<file path="config.mk">
export PLATFORM = sky130hd
export DESIGN_NAME = regfile_sb
export DESIGN_NICKNAME = d
export VERILOG_FILES = /design/src/rtl/regfile_pkg.sv /design/src/rtl/mux32to1_n.sv /design/src/rtl/regfile_sb.sv
export SDC_FILE = /design/constraint.sdc
export NUM_CORES = 2
export LEC_CHECK = 0
export ABC_AREA = 1
export BUFFER_PORTS_ARGS = -buffer_cell sky130_fd_sc_hd__buf_2
export CORE_UTILIZATION = 55
export DETAILED_ROUTE_END_ITERATION = 7
export PLACE_DENSITY = 0.67
export SKIP_CTS_REPAIR_TIMING = 1
export SYNTH_ARGS = -nofsm -noshare
export SYNTH_HDL_FRONTEND = slang
export SYNTH_HIERARCHICAL = 1
export SYNTH_SLANG_ARGS = --single-unit
</file>
<file path="constraint.sdc">
create_clock -name clk_i -period 7.4 [get_ports clk_i]
set_clock_uncertainty 0.15 [all_clocks]
set_input_delay 0.37 -clock clk_i [delete_from_list [all_inputs] [get_ports clk_i]]
set_output_delay 0.37 -clock clk_i [all_outputs]
set_load 0.005 [all_outputs]
</file>
<file path="src/rtl/regfile_pkg.sv">
// Shared constants and types for the integer register file with scoreboard.
package regfile_pkg;

  localparam int REG_W    = 32;
  localparam int REG_AW   = 5;
  localparam int REG_N    = 32;
  localparam int ZERO_REG = 0;

  typedef logic [REG_AW-1:0] reg_addr_t;
  typedef logic [REG_W-1:0]  reg_data_t;

  // One-hot decode of a register address into an REG_N-wide vector.
  function automatic logic [REG_N-1:0] onehot_addr(input reg_addr_t addr);
    logic [REG_N-1:0] vec;
    vec = {REG_N{1'b0}};
    vec[addr] = 1'b1;
    return vec;
  endfunction

endpackage

</file>
<file path="src/rtl/mux32to1_n.sv">
// Library m:1 multiplexer of n-bit words selected by an address-bit index.
// Input words are packed little-endian: word i occupies data_i[i*n +: n].
module mux32to1_n #(
  parameter int n       = 32,
  parameter int address = 5,
  parameter int m       = 32
) (
  input  logic [m*n-1:0]     data_i,
  input  logic [address-1:0] sel_i,
  output logic [n-1:0]       data_o
);

  // Select the addressed word; an out-of-range select yields zero.
  always_comb begin
    data_o = {n{1'b0}};
    for (int i = 0; i < m; i++) begin
      if (sel_i == address'(i)) begin
        data_o = data_i[i*n +: n];
      end else begin
        data_o = data_o;
      end
    end
  end

endmodule

</file>
<file path="src/rtl/regfile_sb.sv">
// Two-read/one-write integer register file with a pending-write scoreboard.
// Register 0 reads zero and is never busy. Reads are combinational with a
// same-cycle write-back bypass; stall_o flags RAW/WAW hazards for decode.
module regfile_sb
  import regfile_pkg::*;
#(
  parameter int n       = REG_W,
  parameter int address = REG_AW,
  parameter int m       = REG_N
) (
  input  logic               clk_i,
  input  logic               rst_i,
  input  logic [address-1:0] rs1_addr_i,
  input  logic [address-1:0] rs2_addr_i,
  output logic [n-1:0]       rs1_data_o,
  output logic [n-1:0]       rs2_data_o,
  input  logic               we_i,
  input  logic [address-1:0] rd_addr_i,
  input  logic [n-1:0]       rd_data_i,
  input  logic               issue_i,
  input  logic [address-1:0] issue_rd_i,
  output logic               stall_o
);

  localparam logic [address-1:0] ZERO_ADDR = address'(ZERO_REG);

  // Architectural state.
  logic [n-1:0]   regs_q [m];
  logic [m-1:0]   busy_q;
  logic [m-1:0]   busy_d;

  // Combinational helpers.
  logic [m*n-1:0] regs_flat_s;
  logic [n-1:0]   rs1_arr_s;
  logic [n-1:0]   rs2_arr_s;
  logic           wr_en_s;
  logic           rs1_byp_s;
  logic           rs2_byp_s;
  logic           rs1_hit_s;
  logic           rs2_hit_s;
  logic           waw_s;
  logic           stall_s;
  logic           accept_s;
  logic [m-1:0]   clr_vec_s;
  logic [m-1:0]   set_vec_s;

  // A write-back to x0 is dropped so the zero register never changes.
  assign wr_en_s = we_i && (rd_addr_i != ZERO_ADDR);

  // Bypass only a real write-back whose destination matches the read address.
  assign rs1_byp_s = wr_en_s && (rd_addr_i == rs1_addr_i);
  assign rs2_byp_s = wr_en_s && (rd_addr_i == rs2_addr_i);

  // Flatten the array so it can feed the library read multiplexers.
  always_comb begin
    regs_flat_s = {(m*n){1'b0}};
    for (int i = 0; i < m; i++) begin
      regs_flat_s[i*n +: n] = regs_q[i];
    end
  end

  mux32to1_n #(
    .n       (n),
    .address (address),
    .m       (m)
  ) u_rs1_mux (
    .data_i  (regs_flat_s),
    .sel_i   (rs1_addr_i),
    .data_o  (rs1_arr_s)
  );

  mux32to1_n #(
    .n       (n),
    .address (address),
    .m       (m)
  ) u_rs2_mux (
    .data_i  (regs_flat_s),
    .sel_i   (rs2_addr_i),
    .data_o  (rs2_arr_s)
  );

  // Read port 1: zero during reset and for x0, else bypass or stored value.
  always_comb begin
    if (rst_i || (rs1_addr_i == ZERO_ADDR)) begin
      rs1_data_o = {n{1'b0}};
    end else if (rs1_byp_s) begin
      rs1_data_o = rd_data_i;
    end else begin
      rs1_data_o = rs1_arr_s;
    end
  end

  // Read port 2: zero during reset and for x0, else bypass or stored value.
  always_comb begin
    if (rst_i || (rs2_addr_i == ZERO_ADDR)) begin
      rs2_data_o = {n{1'b0}};
    end else if (rs2_byp_s) begin
      rs2_data_o = rd_data_i;
    end else begin
      rs2_data_o = rs2_arr_s;
    end
  end

  // A write-back arriving this cycle resolves a hazard on its destination.
  assign rs1_hit_s = busy_q[rs1_addr_i] && !(we_i && (rd_addr_i == rs1_addr_i));
  assign rs2_hit_s = busy_q[rs2_addr_i] && !(we_i && (rd_addr_i == rs2_addr_i));
  assign waw_s     = busy_q[issue_rd_i] && !(we_i && (rd_addr_i == issue_rd_i));

  assign stall_s  = !rst_i && issue_i && (rs1_hit_s || rs2_hit_s || waw_s);
  assign stall_o  = stall_s;
  assign accept_s = issue_i && !stall_s && (issue_rd_i != ZERO_ADDR);

  // Busy next state: clear on write-back, then set on accepted issue so a
  // newly issued producer wins over a same-cycle write-back to that register.
  always_comb begin
    clr_vec_s = we_i     ? onehot_addr(REG_AW'(rd_addr_i))  : {m{1'b0}};
    set_vec_s = accept_s ? onehot_addr(REG_AW'(issue_rd_i)) : {m{1'b0}};
    busy_d    = (busy_q & ~clr_vec_s) | set_vec_s;
    busy_d[0] = 1'b0;
  end

  // Busy vector register with synchronous reset.
  always_ff @(posedge clk_i) begin
    if (rst_i) begin
      busy_q <= {m{1'b0}};
    end else begin
      busy_q <= busy_d;
    end
  end

  // Register array: cleared on reset, loaded by a non-x0 write-back otherwise.
  always_ff @(posedge clk_i) begin
    if (rst_i) begin
      for (int i = 0; i < m; i++) begin
        regs_q[i] <= {n{1'b0}};
      end
    end else if (wr_en_s) begin
      regs_q[rd_addr_i] <= rd_data_i;
    end
  end

endmodule

</file>
# [Yosys cells after proc, flatten, opt, wreduce, memory -nomap -nowiden]
# Memories as Yosys holds them, arrays and structs flattened.
# Cells that the tools add are included.
[totals] ff_bits=32 ram_bits=1024 in_bits=56 mem_count=1
[mem_list] name="regs_q" words=32 word_bits=32 read_ports=32 rd_ports_with_merged_regs=0 write_ports=32 line="regfile_sb.sv:28" source="logic [n-1:0] regs_q [m];"
[classes] order_cmp=6 eq_ne=65 muxes=88 bitwise_logic=3 reduce_logical=29
[op_table] op="2-to-1 mux 32 bit" n=71
[op_table] op="== test 5 bit (second input constant)" n=32
[op_table] op="== test 5 x 4 -> 1 bit (second input constant)" n=16
[op_table] op="== test 5 x 3 -> 1 bit (second input constant)" n=8
[op_table] op="AND 32 bit" n=1
[op_table] op="NOT 32 bit" n=1
[op_table] op="bitwise OR 32 bit" n=1
[op_table] op="OR reduction 32 bit" n=1
[op_table] op="< comparator 5 x 6 -> 1 bit (second input constant)" n=4
[op_table] op="== test 5 x 2 -> 1 bit (second input constant)" n=4
[op_table] op="binary-select mux 1 bit (select 5 bit)" n=3
[op_table] op="== test 5 bit" n=3
[op_table] op="logical AND 1 bit" n=15
[op_table] op="2-to-1 mux 1 bit" n=11
[op_table] op="demux 1 bit (select 5 bit)" n=2
[op_table] op="== test 5 x 1 -> 1 bit (second input constant)" n=2
[op_table] op=">= comparator 5 x 1 -> 1 bit (second input constant)" n=2
[op_table] op="logical NOT 5 bit" n=2
[op_table] op="nonzero test 5 bit" n=2
[op_table] op="logical NOT 1 bit" n=5
[op_table] op="2-to-1 mux 5 bit" n=1
[op_table] op="logical OR 1 bit" n=4

# [Logic depth before layout (Yosys ltp)]
[logic_depth] word_depth=35 depth_mapped=24

# [Cells and area by module]
# The synthesis kept the hierarchy.
[by_module_without_submodules] mod="regfile_sb" instances=1 cells_per_inst=3001 area_each_um2=39416.6
[by_module_without_submodules] mod="mux32to1_n" instances=2 cells_per_inst=1944 area_each_um2=8483.1

# [Worst setup path before layout]
# OpenSTA, ideal clock, no wires.
[synth_path] kind="input-to-reg" startpoint="input port rd_addr_i[2]" endpoint="memory regs_q[5][0], enable pin" setup_ns=0.389 arrival_ns=2.254 required_ns=6.861 setup_slack_ns=4.606 stages=6 path_cell_list="buf_2 inv_1 nor3_1 nand3_1 buf_2 nand2_1"
[synth_lines] element="from (decl)" line="regfile_sb.sv:18" source="input logic [address-1:0] rd_addr_i,"
[synth_lines] element="to (decl)" line="regfile_sb.sv:28"

# [Final worst setup path]
[layout_path] startpoint="input port rs2_addr_i[0]" endpoint="output port rs2_data_o[22]"
[layout_via] elab_chain_len=35
[layout_rtl] element="from (decl)" line="regfile_sb.sv:14" source="input logic [address-1:0] rs2_addr_i,"
[layout_rtl] element="logical NOT 5 bit" line="mux32to1_n.sv:17" source="if (sel_i == address'(i)) begin"
[layout_rtl] element="2-to-1 mux 32 bit (31 in a row)" line="mux32to1_n.sv:17"
[layout_rtl] element="2-to-1 mux 32 bit *" line="mux32to1_n.sv:17"
[layout_rtl] element="named net rs2_arr_s[22]" line="regfile_sb.sv:35" source="logic [n-1:0] rs2_arr_s;"
[layout_rtl] element="2-to-1 mux 32 bit *" line="regfile_sb.sv:97" source="end else if (rs2_byp_s) begin"
[layout_rtl] element="2-to-1 mux 32 bit *" line="regfile_sb.sv:95" source="if (rst_i || (rs2_addr_i == ZERO_ADDR)) begin"
[layout_rtl] element="to (decl)" line="regfile_sb.sv:16" source="output logic [n-1:0] rs2_data_o,"
# The timed path passes the listed nets; every way through them passes the cells marked *.

==> metrics.txt <==
# TYPE chip_impl_metric gauge
chip_impl_metric{name="start_util",unit="%"} 55.4
chip_impl_metric{name="wl",unit="mm"} 214
chip_impl_metric{name="worst-path-max-fanout",unit=""} 35
chip_impl_metric{name="h-tree-depth",unit=""} 3
chip_impl_metric{name="grt_util_all_layers",unit="%"} 40.5
chip_impl_metric{name="final-max-slew-violation-count",unit=""} 0
chip_impl_metric{name="worst_skew_pair.late_latency",unit="ps"} 720
chip_impl_info{name="cts_tree",value="built"} 1
chip_impl_metric{name="min_path_cells",unit=""} 4
chip_impl_metric{name="chipHeight",unit="microns"} 322
chip_impl_metric{name="timing.final.crit_share",unit="%"} 77.2
chip_impl_metric{name="vias",unit=""} 51700
chip_impl_metric{name="rows",unit=""} 117
chip_impl_metric{name="synth-adder-area-share",unit="%"} 0
chip_impl_metric{name="share_of_the_yosys_chip_area_belonging_to_registers",unit="%"} 55.6
chip_impl_metric{name="worst_ir_drop_vdd",unit="mV"} 0.232
chip_impl_metric{name="synthMuxAreaShare",unit="%"} 0
chip_impl_metric{name="power_per_cell_area",unit="nW/um^2"} 231
chip_impl_metric{name="cts_sinks",unit=""} 1055
chip_impl_metric{name="synthDistinctLibCells",unit=""} 33
chip_impl_metric{name="layout-drive-gt1-share",unit="%"} 9.15
chip_impl_metric{name="place_hpwl",unit="mm"} 134
chip_impl_metric{name="grt_antenna_before_repair",unit=""} 8
chip_impl_metric{name="maxCapViolCount",unit=""} 0
chip_impl_info{name="end_kind",value="output pin"} 1
chip_impl_metric{name="postSynthAreaPerCell",unit="sq um"} 8.18
chip_impl_metric{name="clk_pin_slew",unit="ps"} 60
chip_impl_metric{name="synth.ff_latch_count",unit=""} 1055
chip_impl_metric{name="worstPathArrival",unit="ps"} 5190
chip_impl_info{name="cts_root_buffer",value="clkbuf_16"} 1
chip_impl_metric{name="cts_max_path_buffers",unit=""} 3
chip_impl_metric{name="tritoncts.num_buffers",unit=""} 115
chip_impl_info{name="timing.critical_path.from_type",value="input pin"} 1
chip_impl_metric{name="dieArea",unit="sq um"} 104000
chip_impl_metric{name="regArea",unit="sq um"} 31400
chip_impl_metric{name="instances_no_fill",unit=""} 8325
chip_impl_metric{name="n_fill_cell",unit=""} 8674
chip_impl_info{name="min-delay-path-class",value="input pin to flop"} 1
chip_impl_metric{name="synthesis.yosys.warnings",unit=""} 6
chip_impl_metric{name="combined_area_of_the_multi_input_logic_cells",unit="sq um"} 21300
chip_impl_metric{name="first_global_vias",unit=""} 47000
chip_impl_metric{name="timing_worst_slew_pin_value",unit="ps"} 1270
chip_impl_metric{name="slew-limit-headroom",unit="%"} 15.1
chip_impl_metric{name="grt_start_max_net_pins",unit=""} 79
chip_impl_metric{name="die_w",unit="microns"} 322
chip_impl_metric{name="worst_ep_required_time",unit="ps"} 6880
chip_impl_metric{name="synth_area",unit="sq um"} 56400
chip_impl_metric{name="synth-xor-area-share",unit="%"} 0
chip_impl_metric{name="nets",unit=""} 6914
chip_impl_info{name="synth_top_family_by_area",value="simple AND/OR/NAND/NOR gates"} 1
chip_impl_metric{name="drt_pre_antenna_iters",unit=""} 8
chip_impl_info{name="run_status",value="complete, but fails checks"} 1
chip_impl_metric{name="routed_via_density",unit=""} 6.21
chip_impl_metric{name="drt-initial-drc-count",unit=""} 8309
chip_impl_info{name="failed_checks",value="DRC, hold timing"} 1
chip_impl_metric{name="global_route_wire_length_before_repair",unit="mm"} 308
chip_impl_metric{name="gpl.final_weighted_congestion",unit=""} 1.01
chip_impl_metric{name="syn_inst",unit=""} 6889
chip_impl_metric{name="core-area",unit="sq um"} 102000
chip_impl_info{name="critical_path_class",value="input pin to output pin"} 1
chip_impl_metric{name="timing.final.crit_period",unit="ps"} 5710
chip_impl_metric{name="synth_simple_gate_area_share",unit="%"} 34.6
chip_impl_metric{name="place.port_buffers",unit=""} 120
chip_impl_metric{name="drtAntennaViolNets",unit=""} 0
chip_impl_metric{name="hold_ws",unit="ps"} -5.54
chip_impl_info{name="layout_commonest_cell",value="nor2_1"} 1
chip_impl_metric{name="route.detailed.drc",unit=""} 2
chip_impl_metric{name="grt.overflow.total",unit=""} 0
chip_impl_metric{name="tns",unit="ps"} 0
chip_impl_info{name="final_cell_mix",value="nor2_1 (1844), nand2_1 (1709), edfxtp_1 (1024)"} 1
chip_impl_metric{name="syn2layout_area_growth",unit="%"} 9.86
chip_impl_metric{name="place.detailed.instances",unit=""} 8109
chip_impl_metric{name="avgRoutedWirePerCell",unit="microns"} 25.8
chip_impl_metric{name="synth_compound_gate_area_share",unit="%"} 2.59
chip_impl_metric{name="static-leakage-power",unit="nW"} 24.5
chip_impl_metric{name="final-hold-violation-count",unit=""} 1
chip_impl_metric{name="final-setup-viol-count",unit=""} 0
chip_impl_metric{name="ff2ff_path_depth",unit=""} 13
chip_impl_metric{name="num_io_pins",unit=""} 121
chip_impl_info{name="grt_setup_unrepaired",value="no"} 1
chip_impl_metric{name="maxClockFrequency",unit="MHz"} 175
[logic make-up after synthesis]
family / after synthesis
buffers and inverters: 992
AO/OA/AOI/OAI: 254
other: 1
AND/OR/NAND/NOR: 4587
flip-flops: 1055
[layout make-up]
| cell class | instances | share of cell area [%] |
|---|---|---|
| clock buffers | 150 | 4.92 |
| flip-flops and latches | 1055 | 50.6 |
| multi-input cells | 4873 | 34.4 |
| inverters | 515 | 3.12 |
| diodes | 6 | 0.0242 |
| well taps | 1368 | 2.76 |
| repair buffers | 298 | 3.15 |
| clock inverters | 60 | 0.984 |
[power breakdown]
| part | internal, mW | switching [mW] |
|---|---|---|
| logic | 0.347 | 1.21 |
| clock network | 3.27 | 2.47 |
| registers | 6.87 | 0.168 |
[synth_stat cells]
library cell / n / share of area (%)
nor3_2: 7 / 0.12
o22ai_1: 11 / 0.12
o211ai_1: 1 / 0.013
nand3_1: 276 / 2.4
and3_1: 4 / 0.044
or2_0: 20 / 0.22
inv_2: 13 / 0.087
o21ai_1: 5 / 0.044
nor2_1: 1862 / 12
buf_6: 10 / 0.20
nand2_2: 1 / 0.011
a211oi_1: 64 / 0.85
edfxtp_1: 1024 / 55
buf_2: 140 / 1.2
clkinv_1: 5 / 0.033
o21ai_0: 23 / 0.20
or2_2: 100 / 1.1
nor2_4: 8 / 0.16
inv_1: 497 / 3.3
nor3b_1: 50 / 0.67
nor2_2: 6 / 0.067
nand3_2: 3 / 0.053
nand2_4: 2 / 0.040
a21oi_1: 149 / 1.3
clkbuf_1: 306 / 2.0
dfxtp_1: 31 / 1.1
buf_4: 13 / 0.17
nand2_1: 1713 / 11
nand4_1: 514 / 5.7
nor3_1: 21 / 0.19
conb_1: 1 / 0.0067
a221oi_2: 1 / 0.027
buf_1: 8 / 0.053
[flip-flops by register name, indices dropped and copies added, names as in the netlist]
register / flops
busy_q: 31
regs_q: 1024
[critical path, cell delays in order]
cell      delay [ps]
buf_2            420
nor2_2            80
buf_4            290
nand2_1          210
nor2_4            50
buf_4            300
nand2_1          110
nand4_1          350
nor2_1           430
nand4_1          140
nor2_1           250
nand4_1          220
nor2_1           150
nand3_1           80
nand2_1           70
nand4_1          180
nor2_1           200
nand4_1          180
nor2_1           300
nand4_1          180
nand2_1          110
nand3_1           80
nor2_1           100
a211oi_1          70
buf_2            200
[through the flow]
stage	hold slack, ps	area [sq um]	utilization, %	total power [mW]	setup slack, ps
floorplan	294	56500	-	7.92	4610
global placement	305	58300	57.3	8.60	2010
detailed placement	304	58300	57.3	8.63	2000
CTS	-49.7	61900	60.9	14.2	1990
global route	19.7	61900	60.9	14.6	1680
finish	-5.54	61900	60.9	14.3	1690
[per-layer routing]
metal | global-route usage [%] | vias to the layer above | share of wire, %
li1 | - | 22500 | -
met1 | 53.7 | 24300 | 36
met2 | 60.1 | 4166 | 43
met3 | 11.6 | 660 | 15
met4 | 21.8 | 8 | 5.9
met5 | 1.57 | - | 0.12
[worst paths after layout]
kind / from / end / slack [ps]
hold / removal: issue_rd_i[3] / busy_q[4] / -6
hold reg to reg: busy_q[6] / busy_q[6] / 310
setup reg to reg: busy_q[28] / busy_q[15] / 4770
setup / recovery: rs2_addr_i[0] / rs2_data_o[22] / 1690
No activity file was read; power rests on OpenSTA's default activity.
